--- src/rtl/egd_wb_bitstream_feeder.sv ---
// Wishbone slave that buffers 32-bit NAL words in a FIFO and serialises them,
// high halfword first, onto the decoder's 16-bit valid/ready bitstream port.
module egd_wb_bitstream_feeder #(
  parameter logic [31:0] BASE_ADDR = 32'h3000_0000,
  parameter int unsigned DEPTH     = 8,
  parameter int unsigned LOW_WM    = 2
) (
  input  logic        wb_clk_i,
  input  logic        wb_rst_i,
  input  logic        wbs_stb_i,
  input  logic        wbs_cyc_i,
  input  logic        wbs_we_i,
  input  logic [3:0]  wbs_sel_i,
  input  logic [31:0] wbs_dat_i,
  input  logic [31:0] wbs_adr_i,
  output logic        wbs_ack_o,
  output logic [31:0] wbs_dat_o,
  output logic [15:0] bs_data_o,
  output logic        bs_valid_o,
  input  logic        bs_ready_i,
  output logic        dec_en_o,
  output logic        irq_o
);

  localparam int unsigned AW = (DEPTH > 1) ? $clog2(DEPTH) : 1;
  localparam int unsigned CW = AW + 1;
  localparam logic [CW-1:0] DEPTH_C  = CW'(DEPTH);
  localparam logic [CW-1:0] LOW_WM_C = CW'(LOW_WM);

  localparam logic [1:0] REG_DATA   = 2'd0;
  localparam logic [1:0] REG_STATUS = 2'd1;
  localparam logic [1:0] REG_CTRL   = 2'd2;

  logic          req;
  logic [1:0]    reg_sel;
  logic          push_req;
  logic          push;
  logic          pop;
  logic          drop;
  logic          ovf_clr;
  logic          ctrl_wr;
  logic          flush;
  logic          ovf;
  logic          full;
  logic          fifo_empty;
  logic          xfer;
  logic          lo_half;
  logic [15:0]   low_word;
  logic [31:0]   head;
  logic [31:0]   rd_data;
  logic [AW-1:0] wr_ptr;
  logic [AW-1:0] rd_ptr;
  logic [CW-1:0] count;
  logic [31:0]   mem [DEPTH];
  logic          unused_adr;

  assign unused_adr = ^wbs_adr_i[1:0];

  // A request is a matching strobe while no ack is outstanding.
  assign req      = wbs_stb_i & wbs_cyc_i & ~wbs_ack_o
                  & (wbs_adr_i[31:4] == BASE_ADDR[31:4]);
  assign reg_sel  = wbs_adr_i[3:2];
  assign push_req = req & wbs_we_i & (reg_sel == REG_DATA) & (wbs_sel_i == 4'hF);
  assign ovf_clr  = req & wbs_we_i & (reg_sel == REG_STATUS) & wbs_dat_i[15];
  assign ctrl_wr  = req & wbs_we_i & (reg_sel == REG_CTRL);
  assign flush    = ctrl_wr & wbs_dat_i[0];

  assign fifo_empty = (count == '0);
  assign full       = (count == DEPTH_C);
  assign head       = mem[rd_ptr];
  assign xfer       = bs_valid_o & bs_ready_i;

  // Refill the serialiser when it is empty or its last halfword leaves this edge.
  assign pop  = ~flush & ~fifo_empty & (~bs_valid_o | (xfer & lo_half));
  assign push = push_req & (~full | pop);
  assign drop = push_req & full & ~pop;

  always_comb begin
    rd_data = '0;
    case (reg_sel)
      REG_STATUS: rd_data = {16'b0, ovf, full, fifo_empty, 6'b0, 7'(count)};
      REG_CTRL:   rd_data = {30'b0, dec_en_o, 1'b0};
      default:    rd_data = '0;
    endcase
  end

  always_ff @(posedge wb_clk_i) begin
    if (wb_rst_i) begin
      wbs_ack_o <= 1'b0;
      wbs_dat_o <= '0;
    end else begin
      wbs_ack_o <= req;
      wbs_dat_o <= (req & ~wbs_we_i) ? rd_data : '0;
    end
  end

  always_ff @(posedge wb_clk_i) begin
    if (wb_rst_i) begin
      dec_en_o <= 1'b0;
      ovf      <= 1'b0;
      irq_o    <= 1'b0;
    end else begin
      if (ctrl_wr) begin
        dec_en_o <= wbs_dat_i[1];
      end
      if (drop) begin
        ovf <= 1'b1;
      end else if (ovf_clr) begin
        ovf <= 1'b0;
      end
      irq_o <= dec_en_o & (count <= LOW_WM_C) & ~full;
    end
  end

  always_ff @(posedge wb_clk_i) begin
    if (push) begin
      mem[wr_ptr] <= wbs_dat_i;
    end
  end

  // FIFO pointers and fill count; flush wins over a concurrent pop.
  always_ff @(posedge wb_clk_i) begin
    if (wb_rst_i || flush) begin
      wr_ptr <= '0;
      rd_ptr <= '0;
      count  <= '0;
    end else begin
      if (push) begin
        wr_ptr <= wr_ptr + AW'(1);
      end
      if (pop) begin
        rd_ptr <= rd_ptr + AW'(1);
      end
      case ({push, pop})
        2'b10:   count <= count + CW'(1);
        2'b01:   count <= count - CW'(1);
        default: count <= count;
      endcase
    end
  end

  // Serialiser: bs_data_o holds the live halfword, low_word the pending one.
  always_ff @(posedge wb_clk_i) begin
    if (wb_rst_i) begin
      bs_valid_o <= 1'b0;
      bs_data_o  <= '0;
      low_word   <= '0;
      lo_half    <= 1'b0;
    end else if (flush) begin
      bs_valid_o <= 1'b0;
      lo_half    <= 1'b0;
    end else if (pop) begin
      bs_data_o  <= head[31:16];
      low_word   <= head[15:0];
      bs_valid_o <= 1'b1;
      lo_half    <= 1'b0;
    end else if (xfer) begin
      if (lo_half) begin
        bs_valid_o <= 1'b0;
        lo_half    <= 1'b0;
      end else begin
        bs_data_o <= low_word;
        lo_half   <= 1'b1;
      end
    end
  end

endmodule

--- config.mk ---
export PLATFORM = sky130hd
export DESIGN_NAME = egd_wb_bitstream_feeder
export DESIGN_NICKNAME = d
export VERILOG_FILES = /design/src/rtl/egd_wb_bitstream_feeder.sv
export SDC_FILE = /design/constraint.sdc
export NUM_CORES = 1
export LEC_CHECK = 0
export CORE_MARGIN = 8
export CORE_UTILIZATION = 40
export CTS_CLUSTER_SIZE = 12
export DETAILED_ROUTE_END_ITERATION = 8
export HOLD_SLACK_MARGIN = 0.03
export PLACE_DENSITY = 0.58
export SLEW_MARGIN = 20
export SYNTH_ARGS = -nofsm -noshare
export SYNTH_HDL_FRONTEND = slang
export SYNTH_SLANG_ARGS = --single-unit
--- constraint.sdc ---
create_clock -name wb_clk_i -period 5.95 [get_ports wb_clk_i]
set_input_delay 1.785 -clock wb_clk_i [delete_from_list [all_inputs] [get_ports wb_clk_i]]
set_output_delay 1.785 -clock wb_clk_i [all_outputs]
set_load 0.01 [all_outputs]
==> impl_results.md <==
* Vias/cell at 5.13
* Chip width at 192 um
* Critical path peak fanout at 28
* Netlist cell types at 64
* Internal at 4.33 mW
* First-pass GRT wire length at 40.0 mm
* Hold Path End: bs_data_o[11]
* Sw power at 1.71 mW
* Reg2Reg Launch Point: wbs_ack_o
* Async S/R FF share, synth at 0%
* R2R setup slack at 3.08 ns
* Top FF cell, synth: edfxtp_1
* Multi-input logic area at 3380 um2
* TritonCTS Buffers at 35
* DIE AREA at 37,000 um2
* Worst Hold Slack at 0.463 ns
* Slew of the pin with the lowest slew margin at 1.04 ns
* Fin. Hold Viols at 0
* HP Start: bs_data_o[11]
* FF-to-FF End: mem[5][16]
* Synth area leaders: edfxtp_1 62%, mux4_2 12%, dfxtp_1 9.3%
* Post-synthesis sequential area ratio at 71.1%
* Yosys reg bits at 314
* Clk_lat worst skew at 0.51 ns
* Sequential cell area at 8850 um2
* Peak supply drop at 224 uV
* Cell Rows at 64
* CTS sink count at 314
* Post-Syn Instances at 690
* DRT iter0 DRCs at 269
* H-Tree Depth at 2
* Final Routed Wirelength at 26.5 mm
* Element type at the critical path start: input pin
* Area growth, synth to finish at 20.1%
* Largest net degree at the start of global routing at 40
* Leak at 4.74 nW
* Drc violations at 0
* Total number of vias at 6,309
* Maximum clock rate at 233 MHz
* EDFF count, synth at 256
* Remaining Overflow, GRT at 0
* Leading area contributor after synthesis: edfxtp_1
* CTS tree: built
* Total GRT Usage at 14.3%
* Number of fill cells in the layout at 2,561
* Post-CTS setup buffers at 0
* Tot Pwr at 6.05 mW
* # diodes at 0
* Hold WC Path Type: flip-flop to flip-flop
* Final ANT Viol Nets at 0
* 1st-pass router iterations at 4
* Slew Limit Fails at 0
* Vias in the first global route at 6,912
* YS warnings at 0
* Worst slew margin at 30.2%
* Crit Path Class: input pin to flip-flop
* Worst-path clk slew at 0.05 ns
* CP arrival at 4.43 ns
* # resized after CTS at 0
* Minimum clock period at 4.29 ns
* Height of the chip at 192 um
* Design Area, Final at 14,900 um2
* Clock share of power at 32.4%
* RSZ-0062 raised after global routing: false
* Crit path max-delay cell type: buf_4
* Clk buf depth at 3
* Starting Density at 40.7%
* Hold path cells at 2
* Worst Setup End Kind: flip-flop
* I/O Pins at 126
* PortBufs at 98
* Final Skew at 0.0198 ns
* CTS root buf: clkbuf_16
* Combinational Power Share at 22.9%
* Dpl ws at 1.08 ns
* Post-route setup TNS at 0 ns
* Syn Std Cell Area at 12,400 um2
* Placed Area at 13,900 um2
* CP Cell Sequence: clkdlybuf4s50_1 > nor4bb_4 > nand4_2 > or2_4 > nor3_4 > nand2_2 > nor2_4 > buf_4
* P per Cell Area at 405 nW/um2
* Critical path data required time at 6.09 ns
* Final Worst Setup Slack at 1.66 ns
* HPWL after DPL at 16.0 mm
* Sequential share of power at 44.7%
* Post-synth top area share at 61.8%
* Routability congestion estimate at 0.835
* Final nets at 890
* FF-to-FF path depth at 7
* Hold-fix buffer count after cts at 0
* Status: finished, final reports clean
* Period Utilization, post-route at 72.1%
* Share of layout cells above drive strength 1 at 20.8%
* Max incr delay on CP at 0.49 ns
* WL/cell at 21.5 um
* Core ar. at 30,600 um2
* Initial antenna violation count at 1
* Count of final setup violators at 0
* Avg Cell Area, Syn at 18.0 um2
* Max-cap violations at 0
* Switching Share at 28.3%
[state kept, by name, summed over array words and instances (netlist names), named ones only]
name / flops
low_word: 16
count: 4
wbs_ack_o: 1
wr_ptr: 3
bs_data_o: 16
ovf: 1
rd_ptr: 3
lo_half: 1
dec_en_o: 1
mem: 256
irq_o: 1
wbs_dat_o: 7
bs_valid_o: 1
[layer usage]
layer,vias to the layer above,GRT usage (%),part of all wire [%]
met3,46,3.25,6.9
met2,176,25.0,49
met1,3171,17.6,42
met4,2,3.67,1.8
li1,2914,-,-
met5,-,0,0.049
[stage by stage]
stage,cells,util (%)
after floorplan,714,-
after global placement,1167,45.4
after detailed placement,1167,45.4
after CTS,1231,48.8
after global routing,1231,48.8
final,1231,48.8
[cells in the mapped netlist (3+ instances only)]
cell type,number
inv_1,7
o21ai_2,10
o21ai_0,24
a211oi_1,16
nor4_4,4
and3_1,3
ha_1,7
mux4_2,64
buf_4,25
edfxtp_1,256
a21oi_1,8
nand3_1,6
nor3_1,3
nor2_1,39
mux2i_1,34
and2_1,3
buf_1,4
nand2_1,41
buf_2,12
xnor2_1,3
nor4_2,3
nand2b_1,4
dfxtp_1,58
clkbuf_1,12
[power groups by stage]
stage | Clock [mW] | Sequential [mW] | Combinational (mW)
after floorplan | 0 | 2.64 | 1.06
after global placement | 0 | 2.75 | 1.38
after detailed placement | 0 | 2.76 | 1.40
after CTS | 2.01 | 2.71 | 1.41
after global routing | 2.10 | 2.73 | 1.52
final | 1.96 | 2.70 | 1.39
[worst max-delay path by stage]
stage | start | end | slack (ns) | depth (start not counted)
2_1_floorplan | wbs_adr_i[5] | mem[0][0] | 0.29 | 6
3_3_place_gp | wbs_adr_i[5] | mem[5][30] | 1.13 | 8
3_5_place_dp | wbs_adr_i[21] | mem[5][17] | 1.08 | 8
4_1_cts | wbs_cyc_i | mem[5][16] | 1.60 | 8
5_1_grt | wbs_cyc_i | mem[5][31] | 1.49 | 8
6_report | wbs_cyc_i | mem[5][16] | 1.66 | 8
[placed cells by master, fill, tap and decap left out, types with 4 or more instances in the layout]
master and n:
conb_1 25, mux4_2 64, nor2_1 32, buf_4 11, nand2_1 41, nand3_1 6, o21ai_2 10, clkbuf_16 36
nor4_4 4, mux2i_1 34, inv_1 7, o21ai_0 24, nand2b_1 4, a211oi_1 16, a21oi_1 8, ha_1 7
nor2_4 6, dfxtp_1 55, edfxtp_1 256, clkbuf_1 17, clkinv_2 4, clkdlybuf4s50_1 98
[logic make-up (layout without fill, tap and decap cells)]
kind of cell | after synthesis | in the layout | synth area share, %
other cells | 1 | 25 | 0.0301
flops | 314 | 314 | 71.1
xor+xnor | 5 | 5 | 0.352
compound gates | 73 | 73 | 4.22
mux | 98 | 98 | 14.3
fa+ha+maj | 8 | 8 | 0.865
simple gates | 129 | 129 | 6.21
buf+inv | 62 | 183 | 2.87
[cell type report]
cell class | instances | area share (%)
tap | 396 | 3.32
multi-input combinational | 338 | 22.6
sequential | 314 | 59.3
timing repair buffer | 112 | 7.52
inverter | 7 | 0.176
clock buffer | 55 | 6.64
clock inverter | 9 | 0.419
[critical path: cells and delay by family]
family / cells / cell delay [ns]
and+or+nand+nor: 6 / 1.64
buffers and inverters: 2 / 0.97
No activity file was read; power rests on OpenSTA's default activity.
